### src/rtl/serial_adder.sv
// ----------------------------------------------------------------------------
// serial_adder
//   Bit-serial WIDTH-bit adder. One full-adder bit slice plus a registered
//   carry adds the operands LSB-first, one bit per clock. The result lands in
//   sum/cout on the completing edge, and done pulses for one cycle after that.
//
// Ports
//   clk    in   1      clock, rising edge
//   rst    in   1      synchronous active-high reset
//   start  in   1      begin an addition (only honoured in IDLE)
//   a, b   in   WIDTH  operands, captured on the accepting edge
//   cin    in   1      carry-in, captured on the accepting edge
//   busy   out  1      high in SHIFT and DONE
//   done   out  1      one-cycle completion pulse
//   sum    out  WIDTH  registered result, held until the next completion
//   cout   out  1      registered final carry, held with sum
// ----------------------------------------------------------------------------
module serial_adder #(
    parameter int WIDTH = 8
) (
    input  logic             clk,
    input  logic             rst,
    input  logic             start,
    input  logic [WIDTH-1:0] a,
    input  logic [WIDTH-1:0] b,
    input  logic             cin,
    output logic             busy,
    output logic             done,
    output logic [WIDTH-1:0] sum,
    output logic             cout
);

    localparam int             CW   = $clog2(WIDTH + 1);
    localparam logic [CW-1:0]  LAST = CW'(WIDTH - 1);

    localparam logic [1:0] S_IDLE  = 2'd0;
    localparam logic [1:0] S_SHIFT = 2'd1;
    localparam logic [1:0] S_DONE  = 2'd2;

    logic [1:0]       r_state;
    logic [WIDTH-1:0] r_a;
    logic [WIDTH-1:0] r_b;
    logic             r_carry;
    logic [CW-1:0]    r_cnt;
    logic [WIDTH-1:0] r_sum;
    logic             r_cout;

    logic             w_s;
    logic             w_c;
    logic [WIDTH-1:0] w_a_next;

    // Full-adder bit slice
    assign w_s = r_a[0] ^ r_b[0] ^ r_carry;
    assign w_c = (r_a[0] & r_b[0]) | (r_a[0] & r_carry) | (r_b[0] & r_carry);

    // The A register doubles as the result shift register: each consumed
    // operand bit leaves at the LSB while the new sum bit enters at the MSB,
    // so after WIDTH shifts it holds the complete sum.
    generate
        if (WIDTH == 1) begin : g_w1
            assign w_a_next = w_s;
        end else begin : g_wn
            assign w_a_next = {w_s, r_a[WIDTH-1:1]};
        end
    endgenerate

    always_ff @(posedge clk) begin
        if (rst) begin
            r_state <= S_IDLE;
            r_a     <= '0;
            r_b     <= '0;
            r_carry <= 1'b0;
            r_cnt   <= '0;
            r_sum   <= '0;
            r_cout  <= 1'b0;
        end else begin
            case (r_state)
                S_IDLE: begin
                    if (start) begin
                        r_a     <= a;
                        r_b     <= b;
                        r_carry <= cin;
                        r_cnt   <= '0;
                        r_state <= S_SHIFT;
                    end
                end
                S_SHIFT: begin
                    r_a     <= w_a_next;
                    r_b     <= r_b >> 1;
                    r_carry <= w_c;
                    r_cnt   <= r_cnt + CW'(1);
                    // Outputs only move here, so partial results never show.
                    if (r_cnt == LAST) begin
                        r_sum   <= w_a_next;
                        r_cout  <= w_c;
                        r_state <= S_DONE;
                    end
                end
                S_DONE: begin
                    r_state <= S_IDLE;
                end
                default: begin
                    r_state <= S_IDLE;
                end
            endcase
        end
    end

    assign busy = (r_state == S_SHIFT) || (r_state == S_DONE);
    assign done = (r_state == S_DONE);
    assign sum  = r_sum;
    assign cout = r_cout;

endmodule

### config.mk
export PLATFORM = sky130hd
export DESIGN_NAME = serial_adder
export DESIGN_NICKNAME = d
export VERILOG_FILES = /design/src/rtl/serial_adder.sv
export SDC_FILE = /design/constraint.sdc
export NUM_CORES = 1
export LEC_CHECK = 0
export ABC_CLOCK_PERIOD_IN_PS = 3300
export BUFFER_PORTS_ARGS = -buffer_cell sky130_fd_sc_hd__buf_2
export CORE_MARGIN = 10
export CORE_UTILIZATION = 58
export DETAILED_ROUTE_END_ITERATION = 8
export GPL_ROUTABILITY_DRIVEN = 0
export PLACE_DENSITY = 0.82
export SETUP_SLACK_MARGIN = 0.3
export SKIP_LAST_GASP = 1
export SLEW_MARGIN = 20
export SYNTH_ARGS = -nofsm -noshare
export SYNTH_HDL_FRONTEND = slang
export SYNTH_SLANG_ARGS = --single-unit
export TNS_END_PERCENT = 5
### constraint.sdc
create_clock -name clk -period 3.3 [get_ports clk]
set_input_delay 0.165 -clock clk [delete_from_list [all_inputs] [get_ports clk]]
set_output_delay 0.165 -clock clk [all_outputs]
set_load 0.01 [all_outputs]
==> results.md, run 1 <==
* Hold Crit Class: in2reg
* Slew at the pin closest to its max-slew limit at 0.7487 ns
* Top_reg_cell synth: dfxtp_1
* Sequential area share after synthesis at about two fifths
* Cell Area, Synth at ~1600 µm²
* Final wirelength at between 3000 and 4000 µm
* Crit share post-route at ~64%
* FFs w/ async S/R, synth at 0%
* Peak VDD IR at 0.4439 mV
* Drc violations at 0
* Fillers at about 210
* Clk slew on worst S/H paths at around 0.1 ns
* Vias in the first global route at roughly 1.2k
* Starting DRT DRC Count at 61
* Setup_tns at 0 ns
* Post-CTS Hold Buffers at 0
* Status: complete, no violations
* Die Span X at 72.30 µm
* Die Y at slightly above 70 µm
* Final #Nets at about 210
* Clock Skews at a little over 0.008 ns
* WP data required at about 3.6 ns
* Hold_ws at ~0.1 ns
* CTS H-tree depth at 2
* Worst-Skew Late Latency at roughly 0.33 ns
* Vias at 1184
* Mapped Nets at approximately 180
* Root Buffer: clkbuf_4
* WP data arrival at 2.37 ns
* Max-cap violations at 0
* Layout cell share with drive strength beyond 1 at 36.41%
* Mean Syn Cell Area at about 10 µm²
* Reg area at 640.6 µm²
* Clock tree buffer depth at 2
* Initial core utilization at ~62%
* Static leakage at roughly 0.00070 µW
* Syn Inst Count at 157
* Footprint of the multi-input gates at 835.8 µm²
* Cells after DPL at 207
* WL per Instance at approximately 15 µm
* Core area at between 2000 and 3000 µm²
* First-pass GRT wire length at about 5300 µm
* Area leader, netlist: dfxtp_1
* CTS tree: built
* DR pass1 iterations at 4
* Layout area overhead at 9.700%
* Pin count of the biggest net entering global routing at 35
* CP Capture Type: register
* Worst Path Class, Setup: reg2reg
* FMAX at 473.3 MHz
* Global-route usage over all layers at about an eighth
* # diodes at 0
* Final Hold Fails at 0
* Post-DRT Antenna Nets at 0
* Relative slew margins at around half
* Top Ports at 31
* CTS Buf Count at 5
* Post-synth EDFFs at 0
* YS warnings at 0
* Share of the synthesized area in the top cell type at 40.38%
* Unrepaired setup endpoints after global routing: false
* Antenna violations before repair at 0
* Startpoint types: register
* Synth cell types at 33
* Synth top area cells: dfxtp_1 (40%), a211oi_2 (13%), mux2i_1 (11%)
* Grt ovf at 0
* Post-CTS Setup Bufs at 0
* Row count at 18
* Via density at 5.533
* Max Slew Vio Count at 0
* Final min period at 2.113 ns
* P per Cell Area at 540.0 nW/µm²
* CTS Sinks at 32
* Full die area at 5227 µm²
* Final Non-Filler Cells at around 210
* Final setup vio count at 0
* #FFs+latches synth at 32
* DP HPWL at ~2300 µm
* Post-CTS Resized at 0
* Port bufs at 30
* Crit-path max FO at 17
[layout by cell type (no fill, tap or decap), drive strengths merged]
| cell type | count |
|---|---|
| a211oi | 17 |
| a21boi | 1 |
| a21oi | 14 |
| a2bb2oi | 1 |
| a32oi | 1 |
| and3 | 1 |
| and3b | 1 |
| and4b | 1 |
| buf | 31 |
| clkbuf | 5 |
| clkinv | 1 |
| clkinvlp | 1 |
| dfxtp | 32 |
| fa | 1 |
| ha | 4 |
| inv | 5 |
| mux2 | 1 |
| mux2i | 17 |
| nand2 | 21 |
| nand2b | 2 |
| nand3 | 1 |
| nand3b | 1 |
| nand4b | 2 |
| nor2 | 17 |
| nor2b | 2 |
| o21ai | 1 |
| o22ai | 1 |
| o32ai | 1 |
[metrics by stage]
step | area, µm² | utilization [%] | setup WS, ns | power (µW)
detailed placement | 1690 | 66.42 | 1.210 | 736.9
global placement | 1690 | 66.42 | 1.350 | 723.4
CTS | 1740 | 68.39 | 1.204 | 944.0
floorplan | 1587 | - | 1.854 | 710.0
finish | 1740 | 68.39 | 1.187 | 939.8
global route | 1740 | 68.39 | 1.089 | 990.7
[power breakdown]
| group | internal (µW) | switching (µW) |
|---|---|---|
| Combinational | 114 | 152 |
| Sequential | 428 | 35.1 |
| Clock | 77.6 | 132 |
[metal layers]
layer | GRT usage (%) | vias to the layer above | share of wire [%]
li1 | - | 604 | -
met1 | 14.49 | 549 | 45
met2 | 19.73 | 27 | 48
met3 | 4.898 | 4 | 6.7
met4 | 4.516 | 0 | 0.84
met5 | 0 | - | 0
[cells by family (layout without fill, tap and decap cells)]
kind of cell	Yosys count	after routing	share of synthesized area, %
AOI/OAI and AO/OA	37	37	20.82
adders and majority gates	5	5	4.417
buffers and inverters	16	43	6.940
DFF	32	32	40.38
muxes	18	18	11.67
and+or+nand+nor	49	49	15.77
[sequential cells by signal (all words and copies together) (netlist names)]
signal and flops:
r_a 8, r_carry 1, r_b 8, r_state 2, r_cnt 4, cout 1, sum 8
[cells in the mapped netlist (2+ instances only)]
master    count
dfxtp_1      32
buf_6         2
ha_1          4
nand2_1      21
a211oi_2     16
nand4b_1      2
mux2i_1      17
nor2b_1       2
clkbuf_1      2
inv_1         5
nor2_2       11
buf_2         3
a21oi_1      14
nor2_1        6
nand2b_1      2
[layout make-up]
class	instances	share of cell area, %
clock inverter	2	0.7189
clock buffer	5	2.157
sequential	32	36.81
inverter	5	1.078
multi-input combinational	109	48.02
tap	30	2.157
timing repair buffer	31	9.058
[final timing paths]
path / depth (start not counted) / end / slack, ns / from
setup / recovery: 6 / cout / 1.19 / r_state[1]
hold / removal: 3 / r_b[7] / 0.10 / b[7]
setup reg to reg: 6 / cout / 1.19 / r_state[1]
hold reg to reg: 2 / sum[3] / 0.46 / sum[3]
[worst max-delay path, stage by stage, from the launching register on]
cell	delay (ns)
dfxtp_1	0.34
inv_1	0.10
ha_1	0.62
buf_4	0.33
and4b_1	0.39
nand2_1	0.11
a21oi_1	0.14
Power figures use the tool's default switching activity.
==> inputs of run 2 (changes only) <==
ABC_CLOCK_PERIOD_IN_PS = 2100   (was 3300)
CORE_UTILIZATION = 54   (was 58)
PLACE_DENSITY = 0.77   (was 0.82)
clock period = 2.1 ns   (was 3.3 ns; I/O delays follow)
==> run 2 against run 1 <==
Compared with the run above: first-iteration DRC count up 33%; final area up 2.2%; via count up 1.8%; critical endpoint is now r_a[2]; largest cell class unchanged; largest power group unchanged; highest routed layer unchanged.
==> results.md, run 2 (synthesis gave the netlist of run 1 again) <==
* Status: complete, no violations (unchanged)
* CP Capture Type: register (unchanged)
* Most common cell after layout, fill and taps aside: dfxtp_1 (unchanged)
* Die Span X at 74.21 µm (was 72.30 µm)
* WP data required at 2.37 ns (was 3.55 ns)
* Post-CTS Setup Bufs at 0 (unchanged)
* Largest delay share family, worst path: multiplexers (was adder cells)
* Starting DRT DRC Count at 81 (was 61)
* Worst Path Class, Setup: reg2reg (unchanged)
* Post-CTS Hold Buffers at 0 (unchanged)
* Startpoint types: register (unchanged)
* Clk network pwr share at 29.2% (was 22.3%)
* DR pass1 iterations at 4 (unchanged)
* Full die area at 5506 µm² (was 5227 µm²)
* Antenna violations before repair at 0 (unchanged)
* Buf/Inv on CP at 1 (was 2)
* Crit-path max FO at 34 (was 17)
* Logic gate share of total power at 25.8% (was 28.4%)
* Setup_tns at 0 ns (unchanged)
* Max-cap violations at 0 (unchanged)
* Worst reg2reg path depth at 5 (was 6)
* Die Y at 74.21 µm (was 72.30 µm)
* Global-route usage over all layers at 12.28% (was 12.33%)
* Post-CTS Resized at 0 (unchanged)
* Drc violations at 0 (unchanged)
* Post-DRT Antenna Nets at 0 (unchanged)
* CTS Buf Count at 5 (unchanged)
* WP data arrival at 1.97 ns (was 2.37 ns)
* CTS H-tree depth at 2 (unchanged)
* Hold path depth at 3 (unchanged)
* Final setup vio count at 0 (unchanged)
* Core area at 2781 µm² (was 2545 µm²)
* FMAX at 588.0 MHz (was 473.3 MHz)
* Final #Nets at 210 (was 209)
* Vias at 1205 (was 1184)
* Clock Skews at 0.004551 ns (was 0.008051 ns)
* # diodes at 0 (unchanged)
* Highest-count cells in the layout ignoring fill and taps: dfxtp_1 (32), buf_2 (30), nand2_1 (21) (unchanged)
* Sw frac at 31.47% (was 33.99%)
* Unrepaired setup endpoints after global routing: true (was false)
* Hold_sp: b[7] (unchanged)
* Hold Crit Class: in2reg (unchanged)
* Vias in the first global route at 1187 (was 1197)
* Sw power at 504.9 µW (was 319.5 µW)
* Hold path endpoint: r_b[7] (unchanged)
* Initial core utilization at 57.04% (was 62.34%)
* Layout cell share with drive strength beyond 1 at 37.10% (was 36.41%)
* Port bufs at 30 (unchanged)
* Root Buffer: clkbuf_4 (unchanged)
* Top Ports at 31 (unchanged)
* Final Non-Filler Cells at 217 (was 214)
* CTS Sinks at 32 (unchanged)
* Reg-to-Reg Start: r_state[1] (unchanged)
* Grt ovf at 0 (unchanged)
* WL per Instance at 14.58 µm (was 14.94 µm)
* Max Slew Vio Count at 0 (unchanged)
* Static leakage at 0.0007183 µW (was 0.0006994 µW)
* Worst reg2reg path endpoint: r_a[2] (was cout)
* Row count at 19 (was 18)
* DP HPWL at 2380 µm (was 2310 µm)
* Crit share post-route at 80.98% (was 64.03%)
* R2R setup slack at 0.40 ns (was 1.19 ns)
* CP peak stage delay at 0.55 ns (was 0.62 ns)
* Worst slack, placed at 0.4311 ns (was 1.210 ns)
* Pint at 1100 µW (was 620.4 µW)
* Final wirelength at 3164 µm (was 3198 µm)
* Cells after DPL at 209 (was 207)
* CTS tree: built (unchanged)
* Final Hold Fails at 0 (unchanged)
* Via density at 5.553 (was 5.533)
* Seq pwr share at 44.9% (was 49.3%)
* Clock tree buffer depth at 2 (unchanged)
* Final WS setup at 0.3995 ns (was 1.187 ns)
* P per Cell Area at 901.9 nW/µm² (was 540.0 nW/µm²)
* Overall power at 1605 µW (was 939.8 µW)
* Slew at the pin closest to its max-slew limit at 0.4933 ns (was 0.7487 ns)
* Relative slew margins at 67.11% (was 50.09%)
* Worst-Skew Late Latency at 0.34 ns (was 0.33 ns)
* First-pass GRT wire length at 5313 µm (was 5292 µm)
* Layout area overhead at 12.15% (was 9.700%)
* Peak VDD IR at 0.6237 mV (was 0.4439 mV)
* Final min period at 1.701 ns (was 2.113 ns)
* Pin count of the biggest net entering global routing at 35 (unchanged)
* Clk slew on worst S/H paths at 0.10 ns (about the same)
* Critical path, cell by cell: inv_1, ha_1, mux2_4, nor2_1, a211oi_2 (was inv_1, ha_1, buf_4, and4b_1, nand2_1, a21oi_1)
* Critical path's slowest cell: mux2_4 (was ha_1)
run 2: power groups by stage:
stage | clock network (µW) | registers [µW] | logic, µW
2_1_floorplan | 0 | 725 | 391
3_3_place_gp | 0 | 734 | 400
3_5_place_dp | 0 | 736 | 419
4_1_cts | 486 | 723 | 421
5_1_grt | 504 | 730 | 459
6_report | 469 | 721 | 415
run 2: tightest hold or removal path, cell delays in order:
cell	delay [ns]
buf_2	0.10
nand3_1	0.07
a21oi_1	0.06
run 2: final cells by class:
type                            instances  area, µm²
Sequential cell                        32      640.6
Inverter                                5      18.77
Multi-Input combinational cell        109      835.8
Clock buffer                            5      37.54
Tap cell                               31      38.79
Fill cell                             243       1002
Timing Repair Buffer                   32      165.2
Clock inverter                          3      42.54
run 2: through the flow:
stage,util (%),hold slack (ns),instance area (µm²)
6_report,63.97,0.04179,1779
5_1_grt,63.97,0.03348,1779
4_1_cts,63.97,0.02498,1779
3_5_place_dp,61.09,0.4007,1699
3_3_place_gp,61.09,0.3851,1699
2_1_floorplan,-,0.2694,1587
run 2: metal layers:
metal	GRT usage (%)	vias to the layer above	wire, µm	share of wire, %
li1	-	607	-	-
met1	13.02	569	1335	42
met2	20.93	21	1590	50
met3	4.122	8	165	5.2
met4	6.832	0	72	2.3
met5	0	-	0	0
run 2: worst max-delay path by stage:
stage	cells past startpoint	start	slack, ns	endpoint
after floorplan	7	r_state[1]	0.65	r_a[5]
after global placement	5	r_state[1]	0.55	r_a[2]
after detailed placement	5	r_state[1]	0.43	r_a[2]
after CTS	5	r_state[1]	0.40	r_a[2]
after global routing	6	r_state[1]	0.25	r_state[0]
final	5	r_state[1]	0.40	r_a[2]
==> inputs of run 3 (changes only) <==
ABC_CLOCK_PERIOD_IN_PS = 1400   (was 2100)
CORE_UTILIZATION = 49   (was 54)
PLACE_DENSITY = 0.74   (was 0.77)
clock period = 1.4 ns   (was 2.1 ns; I/O delays follow)
==> run 3 against run 2 <==
Compared with the run above: the run now ends with setup timing left; combinational power grew 110%; via count grew 6.3%; final area grew 12%; register-to-register slack lost 0.41 ns; clock skew grew 0.00063 ns; flip-flop and latch count is the same; sequential share of layout area shrank 3.6 points; count of clock-buffer cells in the layout grew 3; routed wire length grew 17%; core utilization grew 0.71 points; fmax grew 21%; critical path type unchanged; largest power group unchanged; highest routed layer unchanged.
==> results.md, run 3 (synthesis gave the netlist of run 1 again) <==
* Via density at 5.360 (was 5.553)
* Vias at 1281 (was 1205)
* Port bufs at 30 (unchanged)
* DR pass1 iterations at 4 (unchanged)
* Max-cap violations at 0 (unchanged)
* Final Hold Fails at 0 (unchanged)
* Top Ports at 31 (unchanged)
* Clk slew on worst S/H paths at 0.09 ns (was 0.10 ns)
* Util after Layout at 64.67% (was 63.97%)
* Vias in the first global route at 1319 (was 1187)
* R2R setup slack at -0.006 ns (was 0.40 ns)
* Row count at 20 (was 19)
* Initial core utilization at 51.54% (was 57.04%)
* Status: finished, violations left (was complete, no violations)
* Final WS setup at -0.006021 ns (was 0.3995 ns)
* WL per Instance at 15.45 µm (was 14.58 µm)
* Core area at 3078 µm² (was 2781 µm²)
* Reg area at 645.6 µm² (was 640.6 µm²)
* Pin count of the biggest net entering global routing at 19 (was 35)
* Crit-path max FO at 11 (was 34)
* # diodes at 0 (unchanged)
* Post-DRT Antenna Nets at 0 (unchanged)
* Crit share post-route at 100.4% (was 80.98%)
* Unrepaired setup endpoints after global routing: true (unchanged)
* First-pass GRT wire length at 6251 µm (was 5313 µm)
* Failing checks: setup timing
* CP startpoint: r_state[0] (was r_state[1])
* Worst Path Class, Setup: reg2reg (unchanged)
* Final setup vio count at 3 (was 0)
* Startpoint types: register (unchanged)
* Hold_ws at 0.07336 ns (was 0.04179 ns)
* Full die area at 5914 µm² (was 5506 µm²)
* Global-route usage over all layers at 12.65% (was 12.28%)
* Worst reg2reg path depth at 6 (was 5)
* FMAX at 711.2 MHz (was 588.0 MHz)
* Clock Skews at 0.005185 ns (was 0.004551 ns)
* CTS Buf Count at 5 (unchanged)
* Antenna violations before repair at 0 (unchanged)
* Reg-to-Reg Start: r_state[0] (was r_state[1])
* Final min period at 1.406 ns (was 1.701 ns)
* Slew at the pin closest to its max-slew limit at 0.3142 ns (was 0.4933 ns)
* CTS H-tree depth at 2 (unchanged)
* DP HPWL at 2500 µm (was 2380 µm)
* Die Span X at 76.90 µm (was 74.21 µm)
* Final wirelength at 3693 µm (was 3164 µm)
* CTS tree: built (unchanged)
* Static leakage at 0.0007810 µW (was 0.0007183 µW)
* Peak VDD IR at 0.7825 mV (was 0.6237 mV)
* CTS Sinks at 32 (unchanged)
* Hold Crit Class: in2reg (unchanged)
* Grt ovf at 0 (unchanged)
* WP data required at 1.61 ns (was 2.37 ns)
* WP data arrival at 1.62 ns (was 1.97 ns)
* Worst-Skew Late Latency at 0.33 ns (was 0.34 ns)
* Clock tree buffer depth at 2 (unchanged)
* Relative slew margins at 78.64% (was 67.11%)
* Fillers at 255 (was 243)
* CP Capture Type: register (unchanged)
* Layout area overhead at 25.47% (was 12.15%)
* Starting DRT DRC Count at 90 (was 81)
* P per Cell Area at 1263 nW/µm² (was 901.9 nW/µm²)
* Root Buffer: clkbuf_4 (unchanged)
* Footprint of the multi-input gates at 925.9 µm² (was 835.8 µm²)
* Setup_tns at -0.008209 ns (was 0 ns)
* Die Y at 76.90 µm (was 74.21 µm)
* Crit path to: r_b[4] (was r_a[2])
* Max Slew Vio Count at 0 (unchanged)
* Final #Nets at 219 (was 210)
* Drc violations at 0 (unchanged)
* Worst reg2reg path endpoint: r_b[4] (was r_a[2])
* Layout cell share with drive strength beyond 1 at 44.62% (was 37.10%)
* Highest-count cells in the layout ignoring fill and taps: dfxtp_1 (30), buf_2 (30), nand2_1 (21) (was dfxtp_1 (32), buf_2 (30), nand2_1 (21))
[run 3: changes by cell type in the layout (fill, tap and decap cells not counted), sizes merged]
| cell | before | now |
|---|---|---|
| buf | 32 | 39 |
| clkbuf | 5 | 8 |
| and4b | 1 | 2 |
| bufinv | 1 | 0 |
| clkinv | 1 | 0 |
| clkinvlp | 1 | 0 |
| dlygate4sd3 | 0 | 1 |
[run 3: final cells by class]
type / count / area share, %
clock buffer: 8 / 2.954
inverter: 5 / 1.069
multi-input combinational: 110 / 46.51
sequential: 32 / 32.43
tap: 44 / 2.766
timing repair buffer: 40 / 14.27
[run 3: worst max-delay path, cell delays in order (launching register included)]
cell      delay [ns]
dfxtp_4         0.37
inv_2           0.07
ha_4            0.16
mux2_4          0.36
buf_8           0.17
nor2_2          0.10
a211oi_2        0.05
[run 3: worst min-delay path by stage]
stage                      from          to  cells past startpoint
after floorplan            b[7]      r_b[7]                      2
after global routing      start  r_state[0]                      3
final                     start  r_state[0]                      3
after detailed placement   b[7]      r_b[7]                      3
after CTS                 start  r_state[0]                      3
after global placement     b[7]      r_b[7]                      3
[run 3: stage by stage]
stage	cells	area (µm²)	setup WS (ns)	power, µW
after floorplan	157	1625	0.02725	1718
after global routing	239	1991	-0.06414	2665
after detailed placement	226	1809	-0.02193	1863
after global placement	226	1809	0.01153	1825
final	239	1991	-0.006021	2514
after CTS	239	1968	0.03386	2504
[run 3: report_power, final]
group	internal (µW)	switching, µW	total [µW]
registers	1010	97.5	1110
clock network	248	297	544
logic	424	436	860
[run 3: timing repair]
| item | in CTS | in global routing |
|---|---|---|
| resized for setup | 13 | 4 |
| endpoints found under the setup margin | 34 | 34 |
| buffers inserted | 2 | 0 |
| hold buffers | 1 | 0 |
| hold endpoints to repair | 1 | 0 |
| pin swaps | 0 | 1 |
| gates cloned | 2 | 0 |
[run 3: metal layers]
| metal | up-vias | wire, µm | track usage, % |
|---|---|---|---|
| li1 | 625 | - | - |
| met1 | 605 | 1555 | 14.43 |
| met2 | 42 | 1838 | 20.99 |
| met3 | 9 | 228 | 4.429 |
| met4 | 0 | 70 | 5.019 |
| met5 | - | 0 | 0 |
